$ cat src/rtl/alu_seq_exec.sv
// ---------------------------------------------------------------------------
// alu_seq_exec
//
// Execution-side consumer of the 4-bit ALUControl code. The block latches an
// operation and its two operands over a valid/ready handshake and returns a
// registered result plus flags over a second valid/ready handshake.
//
// Single-cycle ops (add/sub/logic/compare) land in DONE one cycle after the
// accept. Shifts run iteratively at one bit per cycle, so they take shamt+1
// cycles from accept to out_valid. A shift amount of 0 behaves like a
// single-cycle op and returns a.
//
// Ports
//   clk         rising-edge clock
//   reset       asynchronous, active-high reset
//   flush       synchronous abort; drops any in-flight op, keeps result/flags
//   in_valid    op/operands valid
//   in_ready    block can accept an op (high only in IDLE)
//   ALUControl  operation code
//   a           operand A (shift source)
//   b           operand B (shift amount = b[SHAMT_W-1:0])
//   out_valid   result valid (high only in DONE)
//   out_ready   consumer accepts result
//   result      registered result
//   zero        result == 0
//   negative    result[WIDTH-1]
//   carry       add: carry-out; sub: no-borrow (a >= b unsigned); else 0
//   overflow    signed overflow for add/sub; else 0
// ---------------------------------------------------------------------------
module alu_seq_exec #(
    parameter int WIDTH   = 32,
    parameter int SHAMT_W = 5
) (
    input  logic               clk,
    input  logic               reset,
    input  logic               flush,
    input  logic               in_valid,
    output logic               in_ready,
    input  logic [3:0]         ALUControl,
    input  logic [WIDTH-1:0]   a,
    input  logic [WIDTH-1:0]   b,
    output logic               out_valid,
    input  logic               out_ready,
    output logic [WIDTH-1:0]   result,
    output logic               zero,
    output logic               negative,
    output logic               carry,
    output logic               overflow
);

    // Operation codes
    localparam logic [3:0] OP_ADD  = 4'b0000;
    localparam logic [3:0] OP_SUB  = 4'b0001;
    localparam logic [3:0] OP_AND  = 4'b0010;
    localparam logic [3:0] OP_OR   = 4'b0011;
    localparam logic [3:0] OP_SLL  = 4'b0100;
    localparam logic [3:0] OP_SLT  = 4'b0101;
    localparam logic [3:0] OP_XOR  = 4'b0110;
    localparam logic [3:0] OP_SRL  = 4'b0111;
    localparam logic [3:0] OP_SRA  = 4'b1000;
    localparam logic [3:0] OP_SLTU = 4'b1001;

    typedef enum logic [1:0] {
        ST_IDLE  = 2'd0,
        ST_SHIFT = 2'd1,
        ST_DONE  = 2'd2
    } state_t;

    state_t state_reg;
    state_t state_next;

    // Latched operation and iterative shift state
    logic [3:0]         code_reg;
    logic [WIDTH-1:0]   work_reg;
    logic [SHAMT_W-1:0] cnt_reg;

    // Registered result and flags
    logic [WIDTH-1:0]   result_reg;
    logic               zero_reg;
    logic               negative_reg;
    logic               carry_reg;
    logic               overflow_reg;

    // Input-side decode
    logic [SHAMT_W-1:0] shamt_in;
    logic               in_is_shift;
    logic               in_needs_shift;
    logic               last_shift;

    assign shamt_in       = b[SHAMT_W-1:0];
    assign in_is_shift    = (ALUControl == OP_SLL) || (ALUControl == OP_SRL) ||
                            (ALUControl == OP_SRA);
    // Only a nonzero shift amount needs the SHIFT state
    assign in_needs_shift = in_is_shift && (shamt_in != '0);
    // The step taken while the counter reads 1 is the final one
    assign last_shift     = (cnt_reg == SHAMT_W'(1));

    // -----------------------------------------------------------------------
    // Single-cycle ALU, evaluated on the live inputs during the accept cycle.
    // Shift codes return a unchanged, which is exactly the shamt=0 result.
    // -----------------------------------------------------------------------
    logic [WIDTH:0]     sum_ext;
    logic [WIDTH:0]     diff_ext;
    logic [WIDTH-1:0]   alu_res;
    logic               alu_carry;
    logic               alu_ovf;

    always_comb begin
        sum_ext   = {1'b0, a} + {1'b0, b};
        // a + ~b + 1: the top bit is the no-borrow indication (a >= b unsigned)
        diff_ext  = {1'b0, a} + {1'b0, ~b} + {{WIDTH{1'b0}}, 1'b1};
        alu_res   = '0;
        alu_carry = 1'b0;
        alu_ovf   = 1'b0;
        case (ALUControl)
            OP_ADD: begin
                alu_res   = sum_ext[WIDTH-1:0];
                alu_carry = sum_ext[WIDTH];
                alu_ovf   = (a[WIDTH-1] == b[WIDTH-1]) &&
                            (sum_ext[WIDTH-1] != a[WIDTH-1]);
            end
            OP_SUB: begin
                alu_res   = diff_ext[WIDTH-1:0];
                alu_carry = diff_ext[WIDTH];
                alu_ovf   = (a[WIDTH-1] == ~b[WIDTH-1]) &&
                            (diff_ext[WIDTH-1] != a[WIDTH-1]);
            end
            OP_AND:  alu_res = a & b;
            OP_OR:   alu_res = a | b;
            OP_XOR:  alu_res = a ^ b;
            OP_SLT:  alu_res = {{(WIDTH-1){1'b0}}, ($signed(a) < $signed(b))};
            OP_SLTU: alu_res = {{(WIDTH-1){1'b0}}, (a < b)};
            OP_SLL,
            OP_SRL,
            OP_SRA:  alu_res = a;
            default: alu_res = '0;
        endcase
    end

    // -----------------------------------------------------------------------
    // One-bit shift step of the working register, built bit by bit.
    // -----------------------------------------------------------------------
    logic [WIDTH-1:0] left_step;
    logic [WIDTH-1:0] right_step;
    logic [WIDTH-1:0] step_val;
    logic             right_fill;

    // sra replicates the sign bit, srl fills with zero
    assign right_fill = (code_reg == OP_SRA) ? work_reg[WIDTH-1] : 1'b0;

    genvar gi;
    generate
        for (gi = 0; gi < WIDTH; gi++) begin : g_step
            if (gi == 0) begin : g_lsb
                assign left_step[gi] = 1'b0;
            end else begin : g_lo
                assign left_step[gi] = work_reg[gi-1];
            end
            if (gi == WIDTH-1) begin : g_msb
                assign right_step[gi] = right_fill;
            end else begin : g_hi
                assign right_step[gi] = work_reg[gi+1];
            end
        end
    endgenerate

    assign step_val = (code_reg == OP_SLL) ? left_step : right_step;

    // -----------------------------------------------------------------------
    // FSM: state register
    // -----------------------------------------------------------------------
    always_ff @(posedge clk or posedge reset) begin
        if (reset) begin
            state_reg <= ST_IDLE;
        end else begin
            state_reg <= state_next;
        end
    end

    // -----------------------------------------------------------------------
    // FSM: next-state logic. flush wins over everything, including accept.
    // -----------------------------------------------------------------------
    always_comb begin
        state_next = state_reg;
        if (flush) begin
            state_next = ST_IDLE;
        end else begin
            case (state_reg)
                ST_IDLE: begin
                    if (in_valid) begin
                        state_next = in_needs_shift ? ST_SHIFT : ST_DONE;
                    end
                end
                ST_SHIFT: begin
                    if (last_shift) begin
                        state_next = ST_DONE;
                    end
                end
                ST_DONE: begin
                    if (out_ready) begin
                        state_next = ST_IDLE;
                    end
                end
                default: state_next = ST_IDLE;
            endcase
        end
    end

    // -----------------------------------------------------------------------
    // FSM: outputs. No accept in DONE, so throughput is one op per 2 cycles.
    // -----------------------------------------------------------------------
    always_comb begin
        in_ready  = 1'b0;
        out_valid = 1'b0;
        case (state_reg)
            ST_IDLE: in_ready  = 1'b1;
            ST_DONE: out_valid = 1'b1;
            default: begin
                in_ready  = 1'b0;
                out_valid = 1'b0;
            end
        endcase
    end

    // -----------------------------------------------------------------------
    // Datapath registers. A flush freezes everything here: the result and
    // flags keep their last values and stale shift state is simply reloaded
    // on the next accept.
    // -----------------------------------------------------------------------
    always_ff @(posedge clk or posedge reset) begin
        if (reset) begin
            code_reg     <= '0;
            work_reg     <= '0;
            cnt_reg      <= '0;
            result_reg   <= '0;
            zero_reg     <= 1'b0;
            negative_reg <= 1'b0;
            carry_reg    <= 1'b0;
            overflow_reg <= 1'b0;
        end else if (!flush) begin
            case (state_reg)
                ST_IDLE: begin
                    if (in_valid) begin
                        code_reg <= ALUControl;
                        work_reg <= a;
                        cnt_reg  <= shamt_in;
                        if (!in_needs_shift) begin
                            result_reg   <= alu_res;
                            zero_reg     <= (alu_res == '0);
                            negative_reg <= alu_res[WIDTH-1];
                            carry_reg    <= alu_carry;
                            overflow_reg <= alu_ovf;
                        end
                    end
                end
                ST_SHIFT: begin
                    work_reg <= step_val;
                    cnt_reg  <= cnt_reg - SHAMT_W'(1);
                    if (last_shift) begin
                        result_reg   <= step_val;
                        zero_reg     <= (step_val == '0);
                        negative_reg <= step_val[WIDTH-1];
                        carry_reg    <= 1'b0;
                        overflow_reg <= 1'b0;
                    end
                end
                default: begin
                    // DONE: hold result and flags for the consumer
                end
            endcase
        end
    end

    assign result   = result_reg;
    assign zero     = zero_reg;
    assign negative = negative_reg;
    assign carry    = carry_reg;
    assign overflow = overflow_reg;

endmodule

$ cat config.mk
export PLATFORM = sky130hd
export DESIGN_NAME = alu_seq_exec
export DESIGN_NICKNAME = d
export VERILOG_FILES = /design/src/rtl/alu_seq_exec.sv
export SDC_FILE = /design/constraint.sdc
export NUM_CORES = 1
export LEC_CHECK = 0
export BUFFER_PORTS_ARGS = -buffer_cell sky130_fd_sc_hd__buf_2
export CORE_ASPECT_RATIO = 2
export CORE_UTILIZATION = 60
export DETAILED_ROUTE_END_ITERATION = 12
export PLACE_DENSITY = 0.81
export SYNTH_ARGS = -nofsm -noshare
export SYNTH_HDL_FRONTEND = slang
export SYNTH_SLANG_ARGS = --single-unit
$ cat constraint.sdc
create_clock -name clk -period 5.6 [get_ports clk]
set_input_delay 0 -clock clk [delete_from_list [all_inputs] [get_ports clk]]
set_output_delay 0 -clock clk [all_outputs]
set_load 0.01 [all_outputs]
==> results.sh <==
export IMPL_status="finished, final reports clean"
export IMPL_ys_top_cells_by_area="dfrtp_1, ha_1, nand2_1"
export IMPL_cp_arrival_ns=4.22
export IMPL_cts_buffers=9
export IMPL_coreArea_sq_mm=0.0168
export IMPL_path_delay_family="compound AO/OA/AOI/OAI gates"
export IMPL_multiInputGateArea_sq_mm=0.00758
export IMPL_globalplace_congestion=1.13
export IMPL_antenna_found_initial=1
export IMPL_dr_pass1_iters=8
export IMPL_p_per_area_mw_per_mm2=246
export IMPL_nNetsFinal=1617
export IMPL_synthesis_area_sq_mm=0.0103
export IMPL_vias=11800
export IMPL_numClockSinks=78
export IMPL_vias_per_cell=7.20
export IMPL_final_util_pct=67.1
export IMPL_fin_ws_ns=1.65
export IMPL_synthFlopType="dfrtp_1"
export IMPL_cp_required_ns=5.87
export IMPL_area_growth_pct=9.42
export IMPL_critPathBufInv=2
export IMPL_drtIter0Drc=1183
export IMPL_synth_largest_area_cell="dfrtp_1"
export IMPL_power_leakage_nw=5.00
export IMPL_nFillCells=1476
export IMPL_slew_headroom_pct=23.2
export IMPL_grt_busiest_layer="met2"
export IMPL_postRouteWirelength_um=42600
export IMPL_drcViolationCount=0
export IMPL_peakVddDrop_uv=158
export IMPL_cts_setup_buffers=0
export IMPL_finalCritPeriodShare_pct=70.6
export IMPL_grt_met3_usage_pct=11.8
export IMPL_io_buffers=110
export IMPL_grt_pass1_vias=11500
export IMPL_track_usage_pct=48.8
export IMPL_start_util_pct=61.3
export IMPL_hold_viol=0
export IMPL_antenna_cells=0
export IMPL_fin_worst_skew_ns=0.00448
export IMPL_ctsResizeCount=0
export IMPL_fmax_mhz=253
export IMPL_tns_ns=0
export IMPL_synth_seq_cells=78
export IMPL_wl_per_cell_um=26.0
export IMPL_grt_pass1_wl_um=64800
export IMPL_dp_slack_ns=1.54
export IMPL_clk_latency_ns=0.34
export IMPL_die_y_um=187
export IMPL_die_w_um=94.5
export IMPL_synthesis_nets=1571
export IMPL_rsz0062_at_grt="false"
export IMPL_synth_cell_types=100
export IMPL_slowest_delay_ns=0.68
export IMPL_tightest_slew_ns=1.15
export IMPL_synthCells=1381
export IMPL_yosysTopAreaCellShare_pct=19.0
export IMPL_met2_usage_pct=78.3
export IMPL_yosys_cell_count_top_type="nand2_1"
export IMPL_cp_common_cell="a21oi_1"
export IMPL_critPathKind="input pin to flip-flop"
export IMPL_post_dp_hpwl_um=31700
export IMPL_ys_warn_count=0
export IMPL_htree_num_levels=3
export IMPL_use_met1_pct=51.4
export IMPL_synthArstFlopShare_pct=100
export IMPL_crit_chain="buf_2, inv_1, ha_1, a21oi_1, o21ai_0, a21oi_1, a21oi_1, a221o_1, a221oi_1, and4_1, nand4_1, nor4_1, nand4_1, o21ai_1"
export IMPL_min_path_type="input pin to flip-flop"
export IMPL_avgSynthCellArea_sq_um=7.44
export IMPL_io_pins=111
export IMPL_slew_violations=0
export IMPL_synth_edff_count=0
export IMPL_fin_crit_ns=3.95
export IMPL_grt_max_degree=89
export IMPL_ant_nets=0
export IMPL_drive_gt1_share_pct=13.5
export IMPL_cts_root_buffer="clkbuf_16"
export IMPL_start_kind="input pin"
export IMPL_worst_setup_path_end_kind="flip-flop"
export IMPL_max_cap_violations=0
export IMPL_path_clk_slew_ns=0.06
export IMPL_cp_slowest_cell="a221oi_1"
export IMPL_max_clock_path_buffers=2
export IMPL_register_area_sq_mm=0.00195
export IMPL_synth_top_cells_by_count="nand2_1, o21ai_0, ha_1, inv_1, nor2_1"
export IMPL_ys_seq_area_share_pct=19.0
export IMPL_crit_path_max_fanout=12
export IMPL_cts_tree="done"
export IMPL_setup_viol=0
export IMPL_power_w=0.00277
export IMPL_grt_ovfl_total=0
export IMPL_die_area_sq_mm=0.0177
export IMPL_placementRows=67
[layer usage]
metal,routed length (um),vias up,share of wire (%)
met3,4180,336,9.8
li1,-,5158,-
met2,19900,877,47
met1,13800,5437,32
met4,4700,0,11
met5,0,-,0
[stage by stage]
stage          std cells  area (sq um)  hold WS [ns]
3_3_place_gp        1620         10900         0.207
4_1_cts             1639         11200        0.0428
3_5_place_dp        1620         10900         0.244
6_report            1639         11200        0.0410
5_1_grt             1639         11200        0.0414
2_1_floorplan       1381         10300        0.0708
[cells in the final DEF (no fill, tap or decap), types with 6 or more instances in the layout]
cell | Yosys | final
o22ai_1 | 30 | 30
nor3_1 | 30 | 30
and3_1 | 7 | 7
o21bai_1 | 8 | 8
buf_2 | 25 | 110
or3_1 | 8 | 8
ha_1 | 115 | 115
o221ai_1 | 6 | 6
a21o_1 | 12 | 12
inv_1 | 97 | 96
nor4_1 | 17 | 16
nor2_1 | 94 | 94
nand3_1 | 35 | 35
nand2_1 | 174 | 174
nand3b_1 | 7 | 7
a22oi_1 | 8 | 8
buf_4 | 3 | 18
o211ai_1 | 14 | 14
nand4_1 | 12 | 12
o211a_1 | 6 | 6
a22o_1 | 17 | 17
a221oi_1 | 22 | 22
a31oi_1 | 15 | 15
o31ai_1 | 13 | 13
mux2_2 | 7 | 7
xnor2_1 | 12 | 12
mux2i_1 | 21 | 21
o21ai_0 | 127 | 126
a211oi_1 | 20 | 20
nand2b_1 | 17 | 17
o21ai_1 | 11 | 10
dfrtp_1 | 78 | 78
a211o_1 | 8 | 8
clkbuf_16 | 0 | 9
nor2b_1 | 15 | 14
a21oi_1 | 92 | 92
[repair_timing]
action                                  in CTS  in global routing
endpoints found under the setup margin       0                  0
hold buffers                                 3                  0
hold endpoints to repair                    27                  0
[cell type report]
class                           count  share of cell area, %
Clock inverter                      6                   1.19
Clock buffer                       10                   2.04
Inverter                           99                   3.32
Timing Repair Buffer              131                   6.36
Sequential cell                    78                   17.4
Tap cell                          207                   2.30
Multi-Input combinational cell   1108                   67.4
[cell families after synthesis]
group,count (synthesis),synth area share [%]
compound gates,493,33.3
xor+xnor,12,1.02
fa+ha+maj,117,14.4
buf+inv,195,7.61
flops,78,19.0
mux,29,3.03
simple gates,457,21.7
[where the power goes]
group          leakage [nW]  internal [W]  total [W]  switching, W
logic                  3.85      0.000436    0.00121      0.000776
clock network         0.177      0.000481   0.000718      0.000237
registers             0.977      0.000699   0.000840      0.000141
[worst min-delay path: cells and delay by family]
family	cells	cell delay (ns)
compound gates	2	0.19
buf+inv	1	0.14
[final timing paths]
kind                               from     endpoint  slack (ns)  depth (start not counted)
setup / recovery                   a[8]         zero        1.65                         14
hold / removal                     a[0]  work_reg[0]        0.04                          3
setup reg to reg           state_reg[1]         zero        2.52                         11
hold reg to reg              result[27]   result[27]        0.48                          2
max in group asynchronous         reset   cnt_reg[2]        4.45                          4
min in group asynchronous         reset   result[27]        0.49                          4
No activity file was read; power rests on OpenSTA's default activity.
